### src/rtl/alu_arbiter_pkg.sv
// Shared definitions for the two-requester ALU arbiter: FSM state encoding and opcode constants.
package alu_arbiter_pkg;

  typedef enum logic [1:0] {
    ST_IDLE = 2'd0,
    ST_EXEC = 2'd1,
    ST_RESP = 2'd2
  } state_t;

  localparam logic [5:0] OPRN_MUL = 6'h03;
  localparam logic [5:0] OPRN_MIN = 6'h01;
  localparam logic [5:0] OPRN_MAX = 6'h09;

  function automatic logic oprn_legal(input logic [5:0] oprn);
    return (oprn >= OPRN_MIN) && (oprn <= OPRN_MAX);
  endfunction

endpackage

### src/rtl/alu_arb_grant.sv
// Grant selection for two requesters: a lone request wins outright, a tie goes to the
// requester that was not granted most recently (last_grant = index of previous winner).
module alu_arb_grant (
  input  logic [1:0] req_valid,
  input  logic       last_grant,
  output logic [1:0] grant
);

  always_comb begin
    grant = 2'b00;
    if (req_valid == 2'b11) begin
      grant = last_grant ? 2'b01 : 2'b10;
    end else begin
      grant = req_valid;
    end
  end

endmodule

### src/rtl/alu_arbiter.sv
// Arbitrates two requesters onto one shared ALU, one command in flight (IDLE -> EXEC -> RESP).
// Define ALU_ARB_ROUND_ROBIN_EN for round-robin on simultaneous requests; default is fixed priority to requester 0.
//
// Handshakes: a command moves when req_valid[i] & req_ready[i] at a rising edge; req_ready is only
// ever high in IDLE for the granted requester. A result moves when rsp_valid[g] & rsp_ready[g]; the
// requester must hold req_valid until accepted, and rsp_* stay stable until the result is taken.
module alu_arbiter
  import alu_arbiter_pkg::*;
#(
  parameter int MUL_LATENCY = 4
) (
  input  logic        clk,
  input  logic        rst,
  input  logic [1:0]  req_valid,
  output logic [1:0]  req_ready,
  input  logic [63:0] req_op1,
  input  logic [63:0] req_op2,
  input  logic [11:0] req_oprn,
  output logic [1:0]  rsp_valid,
  input  logic [1:0]  rsp_ready,
  output logic [31:0] rsp_out,
  output logic        rsp_zero,
  output logic        rsp_err,
  output logic [31:0] alu_op1,
  output logic [31:0] alu_op2,
  output logic [5:0]  alu_oprn,
  input  logic [31:0] alu_out,
  input  logic        alu_zero,
  output state_t      dbg_state
);

  localparam logic [3:0] MUL_CNT = 4'(MUL_LATENCY - 1);

  state_t      state, state_nxt;
  logic [1:0]  gnt_q;
  logic [31:0] op1_q, op2_q;
  logic [5:0]  oprn_q;
  logic [3:0]  cnt_q;
  logic [31:0] rsp_out_q;
  logic        rsp_zero_q, rsp_err_q;

  logic [1:0]  grant;
  logic        last_grant;
  logic        accept, exec_done, rsp_done, op_legal;
  logic [31:0] sel_op1, sel_op2;
  logic [5:0]  sel_oprn;

`ifdef ALU_ARB_ROUND_ROBIN_EN
  logic last_q;

  always_ff @(posedge clk or negedge rst) begin
    if (!rst) begin
      last_q <= 1'b1;
    end else if (accept) begin
      last_q <= grant[1];
    end
  end

  assign last_grant = last_q;
`else
  // Pinning the pointer at requester 1 makes every tie resolve to requester 0.
  assign last_grant = 1'b1;
`endif

  alu_arb_grant u_grant (
    .req_valid  (req_valid),
    .last_grant (last_grant),
    .grant      (grant)
  );

  assign accept    = (state == ST_IDLE) && (grant != 2'b00);
  assign req_ready = (rst && (state == ST_IDLE)) ? grant : 2'b00;
  assign sel_op1   = grant[1] ? req_op1[63:32]  : req_op1[31:0];
  assign sel_op2   = grant[1] ? req_op2[63:32]  : req_op2[31:0];
  assign sel_oprn  = grant[1] ? req_oprn[11:6]  : req_oprn[5:0];
  assign op_legal  = oprn_legal(oprn_q);
  assign exec_done = (state == ST_EXEC) && (cnt_q == 4'd0);
  assign rsp_done  = (state == ST_RESP) && ((rsp_ready & gnt_q) != 2'b00);

  always_ff @(posedge clk or negedge rst) begin
    if (!rst) begin
      state <= ST_IDLE;
    end else begin
      state <= state_nxt;
    end
  end

  always_comb begin
    state_nxt = state;
    case (state)
      ST_IDLE: if (accept)    state_nxt = ST_EXEC;
      ST_EXEC: if (exec_done) state_nxt = ST_RESP;
      ST_RESP: if (rsp_done)  state_nxt = ST_IDLE;
      default:                state_nxt = ST_IDLE;
    endcase
  end

  always_ff @(posedge clk or negedge rst) begin
    if (!rst) begin
      gnt_q      <= 2'b00;
      op1_q      <= '0;
      op2_q      <= '0;
      oprn_q     <= '0;
      cnt_q      <= '0;
      rsp_out_q  <= '0;
      rsp_zero_q <= 1'b0;
      rsp_err_q  <= 1'b0;
    end else begin
      if (accept) begin
        gnt_q  <= grant;
        op1_q  <= sel_op1;
        op2_q  <= sel_op2;
        oprn_q <= sel_oprn;
        cnt_q  <= (sel_oprn == OPRN_MUL) ? MUL_CNT : 4'd0;
      end else if ((state == ST_EXEC) && (cnt_q != 4'd0)) begin
        cnt_q <= cnt_q - 4'd1;
      end
      // Illegal opcodes never reach the ALU, so their result is forced rather than sampled.
      if (exec_done) begin
        rsp_out_q  <= op_legal ? alu_out : 32'd0;
        rsp_zero_q <= op_legal & alu_zero;
        rsp_err_q  <= ~op_legal;
      end
    end
  end

  always_comb begin
    alu_op1  = 32'd0;
    alu_op2  = 32'd0;
    alu_oprn = 6'd0;
    if (state == ST_EXEC) begin
      alu_op1  = op1_q;
      alu_op2  = op2_q;
      alu_oprn = op_legal ? oprn_q : 6'd0;
    end
  end

  assign rsp_valid = (state == ST_RESP) ? gnt_q : 2'b00;
  assign rsp_out   = rsp_out_q;
  assign rsp_zero  = rsp_zero_q;
  assign rsp_err   = rsp_err_q;
  assign dbg_state = state;

endmodule
### config.mk
export PLATFORM = sky130hd
export DESIGN_NAME = alu_arbiter
export DESIGN_NICKNAME = d
export VERILOG_FILES = /design/src/rtl/alu_arbiter_pkg.sv /design/src/rtl/alu_arb_grant.sv /design/src/rtl/alu_arbiter.sv
export SDC_FILE = /design/constraint.sdc
export NUM_CORES = 1
export LEC_CHECK = 0
export CAP_MARGIN = 20
export CORE_MARGIN = 5
export CORE_UTILIZATION = 43
export CTS_CLUSTER_SIZE = 25
export DETAILED_ROUTE_END_ITERATION = 16
export PLACE_DENSITY_LB_ADDON = 0.1
export SYNTH_ARGS = -nofsm -noshare
export SYNTH_HDL_FRONTEND = slang
export SYNTH_HIERARCHICAL = 1
export SYNTH_SLANG_ARGS = --single-unit
### constraint.sdc
create_clock -name clk -period 2.3 [get_ports clk]
set_input_delay 0.46 -clock clk [delete_from_list [all_inputs] [get_ports clk]]
set_output_delay 0.46 -clock clk [all_outputs]
set_load 0.01 [all_outputs]
==> out/metrics.cfg, run 1 <==
[pwr]
p_per_area_nw_per_um2=469
peakVddDrop_v=0.000305
power_leakage_nw=4.35

[status]
outcome=finished clean

[logic_synthesis]
ys_ff_latch=112
ys_types=36
syn_area_sq_um=5420
synth_top_area_share=0.517
yosysWarnings=6
synthTopCellsByArea=dfrtp_1 (52%), mux2i_1 (13%), and2_1 (8.1%)
yosysTopAreaCell=dfrtp_1
avgSynthCellArea_sq_um=10.4
synth_edf_count=0
syn_inst=519
synthFlopType=dfrtp_1
async_flop_share=1.00
ys_seq_area_frac=0.517

[finish]
fillCellCount=1027
synthToLayoutAreaGrowth_pct=62.5
drive_above_1_share=0.0573
final_area_sq_um=8810
layout_common_cells=clkdlybuf4s50_1 (213), dfrtp_1 (112), nor2_1 (75)
antenna_cells=0
final_common_cell=clkdlybuf4s50_1
multi_input_area_sq_um=2420
nNetsFinal=979
regArea_sq_um=2800
final_cells=975

[global_routing]
grt_pass1_vias=4966
grt_overflow=0
antenna_found_initial=0
grt_max_degree=113
grt_usage=0.218
grt_pass1_wl_mm=25.6

[timing]
fmax_mhz=465
holdWs_ns=0.232
fin_crit_ns=2.15
setup_violations=0
slew_violations=0
worst_pin_slew_ns=0.595
finClkSkew_ns=0.0150
post-route-period-util=0.934
rsz0062_at_grt=no
max_slew_margin=0.603
hold_viol_final=0

[routing]
remaining_drc_errors=0
first_iter_violations=293
viasPerCell=4.97
routed_wl_mm=16.6
first_pass_iters=5
vias=4845
ant_nets=0
wl_per_cell_microns=17.0

[cts]
cts_tree=yes
cts.reportedPaths.clkPinSlew_ns=0.08
cts_sinks=112
cts.path.max_buffers=2
htreeDepth=3
cts-hold-fix-buffers=0
numCtsBuffers=9
clock_latency_ns=0.35
root_buffer=clkbuf_16

[critical_path]
critPathRequiredTime_ns=1.84
worstPathMaxFanout=4
start_kind=flop
path_class=reg2out
r2r_slack_ns=0.55
crit_arrival_ns=1.69
end_kind=output pin

[place]
place_area_sq_um=8480
port_buffers=286
gp_congestion=0.768
dp_cells=954
hpwlAfterDp_mm=12.5

[worst_hold_path]
hp-class=in2async

[job]
drv_cap=0

[floorplanning]
io_pins=289
dieArea_sq_um=15000
core_area_sq_um=12500
rows=41
fp.dieW_microns=122
start_util=0.433
die_height_microns=122

## metal layers
metal | share of wire | global-route usage | wire length, microns
met4 | 0.023 | 0.0777 | 379
met5 | 0 | 0 | 0
met3 | 0.083 | 0.0682 | 1370
met2 | 0.51 | 0.383 | 8480
met1 | 0.38 | 0.251 | 6330
## final cells by class
cell class	count	area share
clock buffers	9	0.0256
clock inverters	7	0.0111
inverters	3	0.00128
multi-input cells	366	0.274
flip-flops and latches	112	0.318
well taps	172	0.0244
repair buffers	306	0.345
## cell families after synthesis
group,after synthesis,synth area share
buffers and inverters,43,0.0455
muxes,69,0.127
other,2,0.00138
and+or+nand+nor,174,0.167
xor gates and xnor gates,2,0.00323
DFF,112,0.517
AOI/OAI and AO/OA,115,0.135
adders and majority gates,2,0.00461
## registers in the layout (all words and copies together), names as in the netlist
signal,flops
cnt_q,4
op2_q,32
dbg_state,2
oprn_q,6
rsp_err,1
gnt_q,2
rsp_zero,1
rsp_out,32
op1_q,32
## final timing paths
path / from / to / cells past startpoint
max: dbg_state[1]$_DFFE_PN0P_ / alu_oprn[0] / 5
min: rst / dbg_state[1]$_DFFE_PN0P_ / 2
max reg2reg: cnt_q[0]$_DFFE_PN0P_ / rsp_out[17]$_DFFE_PN0P_ / 7
min reg2reg: rsp_out[12]$_DFFE_PN0P_ / rsp_out[12]$_DFFE_PN0P_ / 1
max in group asynchronous: rst / op2_q[19]$_DFFE_PN0P_ / 2
min in group clk: rsp_out[12]$_DFFE_PN0P_ / rsp_out[12]$_DFFE_PN0P_ / 1
## what timing repair did
| action | 4_1_cts | 5_1_grt |
|---|---|---|
| resized for setup | 76 | 2 |
| setup endpoints to repair | 70 | 2 |
| gates cloned | 1 | 0 |
| buffers inserted | 4 | 0 |
| endpoints found under the hold margin | 0 | 0 |
## critical path: stages, from the launching register on
cell and delay (ns):
dfrtp_1 0.41, nor2b_4 0.18, buf_4 0.14, and3_4 0.18, and2_1 0.13, dlygate4sd2_1 0.30
## synth_stat cells (2+ instances only)
| master | number |
|---|---|
| a21oi_1 | 70 |
| a22o_1 | 33 |
| a31oi_1 | 3 |
| and2_1 | 70 |
| and3_1 | 3 |
| buf_2 | 17 |
| buf_4 | 11 |
| buf_6 | 3 |
| clkbuf_1 | 9 |
| conb_1 | 2 |
| dfrtp_1 | 112 |
| ha_1 | 2 |
| inv_1 | 3 |
| mux2i_1 | 69 |
| nand2_1 | 10 |
| nand3_1 | 2 |
| nor2_1 | 75 |
| nor2b_1 | 2 |
| nor3_1 | 2 |
| nor4_1 | 3 |
| o22a_1 | 2 |
| xor2_1 | 2 |
## per-stage QoR
| step | utilization | setup WS (ns) | total power, mW | setup TNS (ns) |
|---|---|---|---|---|
| floorplan | - | 0.417 | 2.14 | 0 |
| global route | 0.704 | 0.0574 | 4.30 | 0 |
| detailed placement | 0.678 | -0.0523 | 2.51 | -0.0736 |
| CTS | 0.704 | 0.0191 | 4.19 | 0 |
| finish | 0.704 | 0.151 | 4.14 | 0 |
| global placement | 0.678 | -0.0407 | 2.51 | -0.0407 |
## report_power, final
group | leakage (nW) | internal (mW) | switching [mW] | total (mW)
combinational | 2.64 | 0.341 | 0.162 | 0.504
sequential | 1.55 | 1.97 | 0 | 1.97
clock | 0.159 | 0.884 | 0.780 | 1.66
(Power assumes the default switching activity.)
==> inputs of run 2 (changes only) <==
--- a/config.mk
+++ b/config.mk
@@ -5,7 +5,6 @@
 export SDC_FILE = /design/constraint.sdc
 export NUM_CORES = 1
 export LEC_CHECK = 0
-export CAP_MARGIN = 20
 export CORE_MARGIN = 5
 export CORE_UTILIZATION = 43
 export CTS_CLUSTER_SIZE = 25
==> results of run 2 <==
The final DEF is identical to that of run 1; final timing and power are the same.
